## src/rtl/cursor_pkg.sv

```systemverilog
// rtl/cursor_pkg.sv - shared shape/colour types and parameter defaults for the cursor overlay
package cursor_pkg;

  typedef enum logic [1:0] {
    DIAMOND = 2'd0,
    SQUARE  = 2'd1,
    CROSS   = 2'd2,
    RING    = 2'd3
  } shape_t;

  typedef struct packed {
    logic [3:0] r;
    logic [3:0] g;
    logic [3:0] b;
  } rgb444_t;

  localparam int DEF_NUM_CURSORS  = 2;
  localparam int DEF_COORD_W      = 10;
  localparam int DEF_BLINK_FRAMES = 30;

endpackage

```

## src/rtl/cursor_shape_hit.sv

```systemverilog
// rtl/cursor_shape_hit.sv - combinational shape test for one cursor channel
module cursor_shape_hit
  import cursor_pkg::*;
#(
  parameter int COORD_W = DEF_COORD_W
) (
  input  logic [COORD_W-1:0] adx,
  input  logic [COORD_W-1:0] ady,
  input  logic [COORD_W-1:0] size,
  input  shape_t             shape,
  output logic               hit
);

  logic [COORD_W:0]   sum;
  logic [COORD_W:0]   sz;
  logic [COORD_W:0]   ring_lo;
  logic [COORD_W-1:0] mx;

  always_comb begin
    sum     = {1'b0, adx} + {1'b0, ady};
    sz      = {1'b0, size};
    mx      = (adx > ady) ? adx : ady;
    // ring inner edge is size-1, held at 0 so size 0 still marks the centre
    ring_lo = (size == '0) ? '0 : sz - (COORD_W+1)'(1);
    hit     = 1'b0;
    case (shape)
      DIAMOND: hit = (sum <= sz);
      SQUARE:  hit = (mx <= size);
      CROSS:   hit = ((adx == '0) || (ady == '0)) && (mx <= size);
      RING:    hit = (sum <= sz) && (sum >= ring_lo);
      default: hit = 1'b0;
    endcase
  end

endmodule

```

## src/rtl/cursor_overlay.sv

```systemverilog
// rtl/cursor_overlay.sv - multi-cursor overlay, 2-cycle pixel pipeline
// Optional blink gate built when CURSOR_BLINK_EN is defined.
module cursor_overlay
  import cursor_pkg::*;
#(
  parameter int  NUM_CURSORS  = DEF_NUM_CURSORS,
  parameter int  COORD_W      = DEF_COORD_W,
  parameter int  BLINK_FRAMES = DEF_BLINK_FRAMES,
  localparam int IDX_W        = (NUM_CURSORS > 1) ? $clog2(NUM_CURSORS) : 1
) (
  input  logic                           Clk,
  input  logic                           Reset,
  input  logic                           frame_start,
  input  logic [COORD_W-1:0]             DrawX,
  input  logic [COORD_W-1:0]             DrawY,
  input  logic                           blank,
  input  logic [3:0]                     bg_red,
  input  logic [3:0]                     bg_green,
  input  logic [3:0]                     bg_blue,
  input  logic [NUM_CURSORS-1:0]         cur_en,
  input  logic [NUM_CURSORS*COORD_W-1:0] cur_x,
  input  logic [NUM_CURSORS*COORD_W-1:0] cur_y,
  input  logic [NUM_CURSORS*COORD_W-1:0] cur_size,
  input  logic [NUM_CURSORS*2-1:0]       cur_shape,
  input  logic [NUM_CURSORS*12-1:0]      cur_color,
  output logic [3:0]                     Red,
  output logic [3:0]                     Green,
  output logic [3:0]                     Blue,
  output logic                           hit_any,
  output logic [IDX_W-1:0]               hit_idx
);

  localparam int N = NUM_CURSORS;

  logic [N-1:0]       sh_en;
  logic [COORD_W-1:0] sh_x     [N];
  logic [COORD_W-1:0] sh_y     [N];
  logic [COORD_W-1:0] sh_size  [N];
  shape_t             sh_shape [N];
  rgb444_t            sh_color [N];
  logic               vis;

  always_ff @(posedge Clk or posedge Reset) begin
    if (Reset) begin
      sh_en <= '0;
      for (int i = 0; i < N; i++) begin
        sh_x[i]     <= '0;
        sh_y[i]     <= '0;
        sh_size[i]  <= '0;
        sh_shape[i] <= DIAMOND;
        sh_color[i] <= '0;
      end
    end else if (frame_start) begin
      sh_en <= cur_en;
      for (int i = 0; i < N; i++) begin
        sh_x[i]     <= cur_x[i*COORD_W +: COORD_W];
        sh_y[i]     <= cur_y[i*COORD_W +: COORD_W];
        sh_size[i]  <= cur_size[i*COORD_W +: COORD_W];
        sh_shape[i] <= shape_t'(cur_shape[2*i +: 2]);
        sh_color[i] <= rgb444_t'(cur_color[12*i +: 12]);
      end
    end
  end

`ifdef CURSOR_BLINK_EN
  localparam int CNT_W = (BLINK_FRAMES > 1) ? $clog2(BLINK_FRAMES) : 1;

  logic [CNT_W-1:0] blink_cnt;
  logic             blink_phase;

  // phase 1 = visible; it flips each time the counter wraps
  always_ff @(posedge Clk or posedge Reset) begin
    if (Reset) begin
      blink_cnt   <= '0;
      blink_phase <= 1'b1;
    end else if (frame_start) begin
      if (blink_cnt == CNT_W'(BLINK_FRAMES - 1)) begin
        blink_cnt   <= '0;
        blink_phase <= ~blink_phase;
      end else begin
        blink_cnt <= blink_cnt + CNT_W'(1);
      end
    end
  end

  assign vis = blink_phase;
`else
  // gate is permanently open; BLINK_FRAMES has no effect in this build
  assign vis = 1'b1 | (BLINK_FRAMES == 0);
`endif

  logic [COORD_W:0]   dx  [N];
  logic [COORD_W:0]   dy  [N];
  logic [COORD_W-1:0] adx [N];
  logic [COORD_W-1:0] ady [N];

  always_comb begin
    for (int i = 0; i < N; i++) begin
      dx[i]  = {1'b0, DrawX} - {1'b0, sh_x[i]};
      dy[i]  = {1'b0, DrawY} - {1'b0, sh_y[i]};
      adx[i] = dx[i][COORD_W] ? COORD_W'(-dx[i]) : dx[i][COORD_W-1:0];
      ady[i] = dy[i][COORD_W] ? COORD_W'(-dy[i]) : dy[i][COORD_W-1:0];
    end
  end

  // stage 1 also snapshots the per-channel shadow state so a frame_start
  // landing between the two stages cannot mix old and new cursor settings
  logic [COORD_W-1:0] s1_adx   [N];
  logic [COORD_W-1:0] s1_ady   [N];
  logic [COORD_W-1:0] s1_size  [N];
  shape_t             s1_shape [N];
  rgb444_t            s1_color [N];
  logic [N-1:0]       s1_act;
  logic               s1_blank;
  rgb444_t            s1_bg;

  always_ff @(posedge Clk or posedge Reset) begin
    if (Reset) begin
      s1_act   <= '0;
      s1_blank <= 1'b0;
      s1_bg    <= '0;
      for (int i = 0; i < N; i++) begin
        s1_adx[i]   <= '0;
        s1_ady[i]   <= '0;
        s1_size[i]  <= '0;
        s1_shape[i] <= DIAMOND;
        s1_color[i] <= '0;
      end
    end else begin
      s1_act   <= sh_en & {N{vis}};
      s1_blank <= blank;
      s1_bg    <= {bg_red, bg_green, bg_blue};
      for (int i = 0; i < N; i++) begin
        s1_adx[i]   <= adx[i];
        s1_ady[i]   <= ady[i];
        s1_size[i]  <= sh_size[i];
        s1_shape[i] <= sh_shape[i];
        s1_color[i] <= sh_color[i];
      end
    end
  end

  logic [N-1:0] shape_ok;
  logic [N-1:0] hit;

  for (genvar i = 0; i < N; i++) begin : g_hit
    cursor_shape_hit #(
      .COORD_W(COORD_W)
    ) u_hit (
      .adx  (s1_adx[i]),
      .ady  (s1_ady[i]),
      .size (s1_size[i]),
      .shape(s1_shape[i]),
      .hit  (shape_ok[i])
    );
  end

  assign hit = s1_act & shape_ok;

  logic             win_hit;
  logic [IDX_W-1:0] win_idx;
  rgb444_t          win_col;

  // descending scan so the lowest-index hit is the last write
  always_comb begin
    win_hit = 1'b0;
    win_idx = '0;
    win_col = '0;
    for (int i = N - 1; i >= 0; i--) begin
      if (hit[i]) begin
        win_hit = 1'b1;
        win_idx = IDX_W'(i);
        win_col = s1_color[i];
      end
    end
  end

  always_ff @(posedge Clk or posedge Reset) begin
    if (Reset) begin
      {Red, Green, Blue} <= '0;
      hit_any            <= 1'b0;
      hit_idx            <= '0;
    end else if (!s1_blank) begin
      {Red, Green, Blue} <= '0;
      hit_any            <= 1'b0;
      hit_idx            <= '0;
    end else if (win_hit) begin
      {Red, Green, Blue} <= win_col;
      hit_any            <= 1'b1;
      hit_idx            <= win_idx;
    end else begin
      {Red, Green, Blue} <= s1_bg;
      hit_any            <= 1'b0;
      hit_idx            <= '0;
    end
  end

endmodule

```

## config.mk

```make
export PLATFORM = sky130hd
export DESIGN_NAME = cursor_overlay
export DESIGN_NICKNAME = d
export VERILOG_FILES = /design/src/rtl/cursor_pkg.sv /design/src/rtl/cursor_shape_hit.sv /design/src/rtl/cursor_overlay.sv
export SDC_FILE = /design/constraint.sdc
export NUM_CORES = 1
export LEC_CHECK = 0
export CAP_MARGIN = 5
export CORE_MARGIN = 5
export CORE_UTILIZATION = 52
export DETAILED_ROUTE_END_ITERATION = 12
export HOLD_SLACK_MARGIN = 0.15
export PLACE_DENSITY = 0.76
export SYNTH_ARGS = -nofsm -noshare
export SYNTH_HDL_FRONTEND = slang
export SYNTH_SLANG_ARGS = --single-unit
```

## constraint.sdc

```tcl
create_clock -name Clk -period 6.94 [get_ports Clk]
set_input_delay 1.388 -clock Clk [delete_from_list [all_inputs] [get_ports Clk]]
set_output_delay 1.388 -clock Clk [all_outputs]
set_load 0.02 [all_outputs]
```

# == After elaboration in Yosys (flattened, before gate mapping) ==
# Cells that the tools add are included.
# classes
magnitude_cmp,8
add_sub_neg,12
n_bitwise,1
n_mux,25
n_eq_ne,6
n_reduce_logical,14
# op_table
op,n
10-bit logical NOT,6
10-bit two-way mux,6
10-bit by 10-bit subtractor with 11-bit output,4
10-bit negation,4
12-bit two-way mux,2
4-bit two-way mux,6
10-bit by 10-bit adder with 11-bit output,2
11-bit greater-or-equal comparator,2
11-bit by 10-bit less-or-equal comparator with 1-bit output,2
11-bit two-way mux,2
"10-bit by 1-bit subtractor with 11-bit output, second input constant",2
10-bit > comparator,2
10-bit less-or-equal comparator,2
"2-bit equality test, second input constant",4
1-bit case mux with 4 select lines,2
1-bit two-way mux,7
"2-bit by 1-bit equality test with 1-bit output, second input constant",2
1-bit logical AND,4
2-bit logical NOT,2
2-bit AND,1
1-bit logical OR,2
# totals
elab_cells,105
regBits,207
output_inout_bits,14
in_bits,126

# == Longest topological paths before layout ==
# Gate-level depths: netlist (run 1).
# logic_depth
depth_word,10
ltp_mapped,20
ltp_nobuf,17

# == Modules after synthesis ==
# From an unflattened synthesis (run 1), not the netlist that was laid out.
# hier_totals
cells_unflattened,1255
area_unflattened_um2,12695.9
# by_module_without_submodules
module,seq_area_each_um2,area_per_inst_um2,n_inst,cells_each
cursor_overlay,5180.0,9186.3,1,786
cursor_shape_hit at g_hit[1].u_hit,0.0,1790.5,1,239
cursor_shape_hit at g_hit[0].u_hit,0.0,1719.1,1,230

# == Least setup slack after synthesis (run 1) ==
# Ideal clock, no wire load.
# synth_timing
kind,register to register
from,register s1_ady[7] (netlist name)
to,register Blue[0]
path_slack_ns,3.202
stages_incl_launch_ff,19
synth_period_minus_slack_ns,3.738
arrival_time_ns,3.612
setup_time_ns,0.126
n_path_buf,3
cell_sequence,dfrtp_1 inv_1 ha_1 clkbuf_1 a21oi_1 nor2_1 o21ai_0 o221ai_1 o22ai_1 buf_2 mux2_2 ha_1 a211oi_1 nor2_1 o41ai_1 nand3_1 clkbuf_1 a32oi_1 a21oi_1
# synth_between
elab_chain_cells,10
word_cells_on_any_way,18
# synth_lines
element,line_no,source
from (decl),cursor_overlay.sv:109,logic [COORD_W-1:0] s1_ady [N];
"from (signal, indexed assignment)",cursor_overlay.sv:135,s1_ady[i] <= ady[i];
10-bit > comparator,cursor_shape_hit.sv:22,mx = (adx > ady) ? adx : ady;
10-bit two-way mux,cursor_shape_hit.sv:22,
10-bit less-or-equal comparator,"cursor_shape_hit.sv:28, cursor_shape_hit.sv:29",
1-bit logical AND,cursor_shape_hit.sv:29,CROSS: hit = ((adx == '0) || (ady == '0)) && (mx <= size);
1-bit case mux with 4 select lines (*),cursor_shape_hit.sv:26,case (shape)
2-bit AND (*),cursor_overlay.sv:158,assign hit = s1_act & shape_ok;
12-bit two-way mux or 1-bit two-way mux (tied branches) (2 in series),cursor_overlay.sv:170,if (hit[i]) begin
4-bit two-way mux (*),cursor_overlay.sv:187,end else if (win_hit) begin
4-bit two-way mux (*),cursor_overlay.sv:183,end else if (!s1_blank) begin
to (signal assigned),cursor_overlay.sv:188,"{Red, Green, Blue} <= win_col;"
to (signal assigned),cursor_overlay.sv:192,"{Red, Green, Blue} <= s1_bg;"
to (decl),cursor_overlay.sv:28,"output logic [3:0] Blue,"
# Every way passes the cells marked *; elsewhere a longest branch is shown, timed or not.
# A chain may end at the register's enable or synchronous reset.

# == Final worst setup path (run 1) ==
# layout_timing
from,register s1_ady[10] (netlist name)
to,register hit_idx
# layout_between
elab_chain_cells,9
word_cells_on_any_way,16
# layout_lines
element,line_no,source
10-bit > comparator,cursor_shape_hit.sv:22,
10-bit two-way mux,cursor_shape_hit.sv:22,
10-bit less-or-equal comparator,"cursor_shape_hit.sv:28, cursor_shape_hit.sv:29",
1-bit logical AND,cursor_shape_hit.sv:29,
1-bit case mux with 4 select lines (*),cursor_shape_hit.sv:26,
2-bit AND (*),cursor_overlay.sv:158,
1-bit two-way mux,cursor_overlay.sv:170,
1-bit two-way mux (*),cursor_overlay.sv:187,
1-bit two-way mux (*),cursor_overlay.sv:183,
to (signal assigned),cursor_overlay.sv:190,hit_idx <= win_idx;
to (decl),cursor_overlay.sv:30,output logic [IDX_W-1:0] hit_idx
# Marked as above.

==> out/qor.yml, run 1 <==
status: "finished, final reports clean"
asyncSetResetFlopFracSynth_pct: 100.0
synth.yosys.seq_area_share_pct: 40.33
start_util_pct: 52.82
synth_cells: 1282
wl_per_cell_um: 17.53
path_buf_inv: 1
end_kind: "register"
power_leakage_uw: 0.006915
cts_num_sinks: 207
synthXorXnorAreaFrac_pct: 5.182
syn_avg_cell_area_sq_um: 10.02
wl_mm: 30.81
post-route-period-util_pct: 69.85
dieArea_sq_mm: 0.02794
regArea_sq_mm: 0.005180
instances_no_fill: 1758
p_seq_share_pct: 25.0
clkPwrFrac_pct: 21.4
io_buffers: 139
hold_path.class: "reg2reg"
power_density_mw_per_mm2: 421.2
fillers: 1927
core_area_sq_mm: 0.02432
design.portCount: 140
worstPathMaxFanout: 14
setup-violations-final: 0
slowest_stage: "a221oi_2"
cts.htree.levels: 1
synthSimpleGateAreaFrac_pct: 13.45
synth_cell_type_count: 78
rsz0062_at_grt: "no"
synth_ff_type: "dfrtp_1"
worst-setup-path-type: "reg2reg"
cts_setup_buffers: 0
ys_warn_count: 0
critical-path-top-delay-family: "compound AO/OA/AOI/OAI gates"
cts_buffers: 24
final.setup.tns_ns: 0
drc: 0
dp_hpwl_mm: 23.72
grt_pass1_wl_mm: 50.87
synth_area_sq_mm: 0.01284
required_ns: 7.39
synth_edf_count: 0
synth_seq_cells: 207
slowest_delay_ns: 0.88
fin_skew_ns: 0.01053
die_w_um: 167.2
max-slew-margin-rel_pct: 30.77
yosysTopAreaCell: "dfrtp_1"
synth-compound-area-share_pct: 14.23
clkLatencyLatePin_ns: 0.52
synth_area_leaders: "dfrtp_1, ha_1, mux2_2"
antenna_found_initial: 2
p_switching_uw: 2698
drive_gt1_share_pct: 9.707
cts_hold_buf: 0
drt-initial-drc-count: 659
cp_cell_sequence: "ha_1, fa_1, a21oi_1, o211ai_1, a221oi_2, inv_1, ha_1, a211oi_1, o31ai_1, o211ai_1, o22a_1, and4_1"
multi_input_area_sq_mm: 0.007066
viasPerCell: 5.577
vdd_drop_max_v: 0.0002612
place_congestion: 0.8985
cts_max_path_buffers: 3
die_h_um: 167.2
dr_total_vias: 9805
combPwrFrac_pct: 53.6
grt_util_all_layers_pct: 21.88
period_needed_ns: 4.847
maxSlewViolCount: 0
cts_tree: "built"
overflow: 0
area_delta_synth_final_pct: 20.06
synthAdderAreaFrac_pct: 15.35
dpl.cell_count: 1713
critPathLaunchType: "register"
cts_root_buffer: "clkbuf_16"
p_int_uw: 3797
drt_first_pass_iters: 5
max_cap_viol_count: 0
synth_top_family_by_area: "adder cells"
rows: 57
cts-resized-gates: 0
crit_arrival_ns: 5.29
p_sw_share_pct: 41.54
fin_nets: 1695
synthMuxAreaShare_pct: 6.731
fin_util_pct: 63.41
synth_top_area_share_pct: 40.33
worst_slew_pin_slew_ns: 1.034
drtAntennaViolNets: 0
grt_max_degree: 144
timing.hold.ws_ns: 0.3636
hold_viol: 0
grt_pass1_vias: 9887
fmax_ghz: 0.2063
path_clk_slew_ns: 0.06
-- synthesized netlist by cell type (all sizes together), types with 3 or more instances --
library cell / instances
nand3b: 31
nand4: 20
a21o: 17
o21ai: 74
xor2: 25
mux2: 75
o21bai: 6
nor2: 79
a31o: 3
o2111ai: 4
nor2b: 13
ha: 148
o22ai: 4
o221ai: 15
and3: 4
o211ai: 6
nand2: 77
a211o: 3
a31oi: 4
buf: 9
nor3: 27
fa: 6
inv: 122
o21a: 12
and2: 15
or3: 6
or2: 6
xnor2: 51
a21boi: 3
a21oi: 64
a32oi: 12
o31a: 6
nor4: 13
dfrtp: 207
nand3: 20
a211oi: 11
clkbuf: 27
nand2b: 12
a311oi: 3
or4: 4
o31ai: 7
-- layout by cell type, fill, tap and decap left out, drive strengths merged, types with 7 or more instances in the layout --
cell type,Yosys,routed
inv,122,123
o21a,12,12
nor2b,13,13
nand3b,31,31
a32oi,12,12
nand4,20,20
and2,15,15
o221ai,15,15
a21oi,64,64
nor4,13,13
o21ai,74,74
a21o,17,17
a211oi,11,11
dfrtp,207,207
clkbuf,27,31
nor2,79,79
mux2,75,75
nor3,27,27
nand2,77,77
ha,148,148
clkdlybuf4s50,0,138
xnor2,51,51
o31ai,7,7
nand2b,12,12
nand3,20,20
xor2,25,25
-- power groups by stage --
stage                     Clock [uW]  Sequential [uW]  Combinational, uW
after floorplan                    0             1600               2560
after global placement             0             1630               3310
after detailed placement           0             1640               3430
after CTS                       1420             1620               3450
after global routing            1480             1650               3880
final                           1390             1620               3480
-- per-stage QoR --
stage               setup WS, ns  cell area [sq um]  total power, uW
finish                     2.093              15420             6495
global route               1.672              15420             7008
CTS                        2.111              15420             6494
detailed placement         2.169              14540             5064
global placement           2.283              14540             4938
floorplan                  2.866              12850             4158
-- routing by layer --
metal	share of wire [%]	track usage [%]	vias up
li1	-	-	4814
met1	45	30.48	4743
met2	48	36.09	183
met3	3.6	2.829	65
met4	3.0	6.528	0
met5	0	0	-
-- state kept, by name (all words and copies together) (netlist names), 12 cells and up --
name / flops
sh_y: 20
s1_color: 24
sh_x: 20
s1_bg: 12
s1_adx: 20
sh_size: 20
s1_size: 20
sh_color: 24
s1_ady: 20
-- layout make-up --
cell class | count | area share (%)
clock buffer | 31 | 4.398
clock inverter | 12 | 1.306
multi-input combinational | 918 | 45.82
inverter | 122 | 2.994
antenna | 2 | 0.03245
timing repair buffer | 142 | 9.233
sequential | 207 | 33.59
tap | 324 | 2.629
-- logic make-up (layout without fill, tap and decap cells) --
kind of cell	Yosys count	in the layout
and+or+nand+nor	336	336
xor gates and xnor gates	76	76
AOI/OAI and AO/OA	273	273
other	1	4
DFF	207	207
muxes	77	77
buffers and inverters	158	307
adders and majority gates	154	154
-- path summary, 6_finish.rpt --
check | end | from | slack, ns | cells after the start
max | hit_idx | s1_ady[10] | 2.09 | 12
min | s1_color[12] | sh_color[12] | 0.36 | 0
max reg2reg | hit_idx | s1_ady[10] | 2.09 | 12
min reg2reg | s1_color[12] | sh_color[12] | 0.36 | 0
max in group asynchronous | s1_adx[0] | Reset | 4.21 | 4
min in group asynchronous | sh_y[0] | Reset | 1.49 | 3
(Power assumes the default switching activity.)
==> run 2, diff against run 1 <==
==> constraint.sdc (replaced) <==
create_clock -name Clk -period 4.4 [get_ports Clk]
set_input_delay 0.88 -clock Clk [delete_from_list [all_inputs] [get_ports Clk]]
set_output_delay 0.88 -clock Clk [all_outputs]
set_load 0.02 [all_outputs]
==> run 2 against run 1 <==
Effect of this change: register-to-register slack lost 1.9 ns; wire length grew 1.8%; count of clock-buffer cells in the layout grew 2; power grew 58%; worst setup slack lost 1.9 ns; cell count grew 0.51%; critical path type unchanged; critical endpoint is now Blue[0].
==> out/qor.yml, run 2 (synthesis gave the netlist of run 1 again) <==
fmax_ghz: 0.2402
die_h_um: 167.2
rows: 57
worstPathMaxFanout: 12
slowest_delay_ns: 0.44
reg.largest.list: "s1_color: 24 flops, sh_color: 24 flops"
critical-path-top-delay-family: "compound AO/OA/AOI/OAI gates"
drt_first_pass_iters: 6
clkLatencyLatePin_ns: 0.53
cts_max_path_buffers: 3
grt_pass1_wl_mm: 51.24
fin_nets: 1705
drtAntennaViolNets: 0
grt_max_degree: 74
cts_tree: "built"
fillers: 1966
dr_total_vias: 9914
design.portCount: 140
globalRouteMet1Util_pct: 31.66
end_kind: "register"
drive_gt1_share_pct: 10.40
stdcell_area_sq_mm: 0.01545
dp_hpwl_mm: 24.29
grt-busiest-layer: "met2"
path_clk_slew_ns: 0.06
worst_slew_pin_slew_ns: 0.9017
required_ns: 4.78
final.setup.tns_ns: 0
cts_num_sinks: 207
r2r_start: "s1_ady[1]"
drt-initial-drc-count: 667
dieArea_sq_mm: 0.02794
setup-violations-final: 0
slowest_stage: "dfrtp_2"
grt_util_met2_pct: 35.88
whs_path_depth: 0
fin_skew_ns: 0.01369
antenna_found_initial: 1
drc: 0
wl_mm: 31.35
cts_root_buffer: "clkbuf_16"
status: "finished, final reports clean"
core_area_sq_mm: 0.02432
wl_per_cell_um: 17.74
regArea_sq_mm: 0.005181
hold_path.class: "reg2reg"
layout_common_cells: "dfrtp_1, ha_1, clkdlybuf4s50_1, inv_1, nor2_1"
cp_cell_sequence: "inv_1, ha_1, nand2b_1, a21oi_1, o21bai_1, a21oi_1, o211a_1, nand3b_1, nand4_1, ha_1, a211oi_1, nand2_1, o311a_1, nor3b_2, nand4_1, buf_4, a32oi_1, a21oi_1"
io_buffers: 139
viasPerCell: 5.611
path_buf_inv: 2
place_congestion: 0.8701
maxSlewViolCount: 0
overflow: 0
cts.htree.levels: 1
die_w_um: 167.2
hold_start: "sh_color[21]"
reg2regPathDepth: 18
max-slew-margin-rel_pct: 39.76
power_leakage_uw: 0.006937
rsz0062_at_grt: "no"
multi_input_area_sq_mm: 0.007077
start_util_pct: 52.82
grt_pass1_vias: 9967
critPathLaunchType: "register"
cpMostUsedCell: "a21oi_1"
max_cap_viol_count: 0
cts_hold_buf: 0
layout_commonest_cell: "dfrtp_1"
reg2reg_setup_slack_ns: 0.24
post-route-period-util_pct: 94.61
area_delta_synth_final_pct: 20.28
hold_viol: 0
met3_usage_pct: 3.300
rr_endpoint: "Blue[0]"
whs_endpoint: "s1_color[21]"
placed_cell_area_sq_mm: 0.01464
period_needed_ns: 4.163
crit_arrival_ns: 4.54
power_density_mw_per_mm2: 662.4
grt_util_all_layers_pct: 22.15
vdd_drop_max_v: 0.0004601
cts_buffers: 23
worst-setup-path-type: "reg2reg"
==> run 2: changes by cell type in the layout (fill, tap and decap cells not counted), sizes merged <==
| cell | change |
|---|---|
| buf | +11 |
| bufinv | -3 |
| clkbuf | +2 |
| clkinv | +1 |
| diode | -1 |
| inv | -1 |
==> run 2: layout make-up <==
type	instances	area share, %
Antenna cell	1	0.01620
Clock buffer	33	4.292
Clock inverter	9	0.7451
Inverter	122	2.988
Multi-Input combinational cell	918	45.81
Sequential cell	207	33.54
Tap cell	324	2.624
Timing Repair Buffer	153	9.994
==> run 2: worst max-delay path by stage <==
stage	slack [ns]	depth (start not counted)	start	endpoint
finish	0.24	18	s1_ady[1]	Blue[0]
global route	0.05	18	s1_ady[0]	Red[0]
CTS	0.14	18	s1_ady[1]	Blue[2]
detailed placement	0.18	18	s1_ady[1]	Blue[0]
global placement	0.27	18	s1_ady[1]	Blue[1]
floorplan	0.66	18	s1_ady[7]	Blue[0]
==> run 2: stage by stage <==
step / total power, uW / hold slack, ns / std cells / setup slack [ns] / util [%]
5_1_grt: 11090 / 0.3742 / 1767 / 0.04514 / 63.53
3_3_place_gp: 7960 / 0.3533 / 1723 / 0.2725 / 60.18
6_report: 10230 / 0.3615 / 1767 / 0.2371 / 63.53
2_1_floorplan: 6559 / 0.3501 / 1283 / 0.6617 / -
4_1_cts: 10140 / 0.3634 / 1765 / 0.1382 / 63.38
3_5_place_dp: 8119 / 0.3573 / 1723 / 0.1801 / 60.18
==> run 2: routing by layer <==
metal | wire length (um) | vias to the layer above
met1 | 14470 | 4771
met4 | 663 | 0
met5 | 0 | -
met3 | 1605 | 55
met2 | 14610 | 255
li1 | - | 4833
==> run 2: timing repair <==
action                                  CTS  global route
resized for setup                         0             3
buffers inserted                          0             1
endpoints found under the setup margin    0            14
==> run 2: report_power, final <==
| group | internal [uW] | switching, uW | leakage, uW |
|---|---|---|---|
| clock network | 1170 | 784 | 0.000379 |
| registers | 2250 | 320 | 0.00245 |
| logic | 2510 | 3210 | 0.00410 |
| total | 5920 | 4310 | 0.00694 |
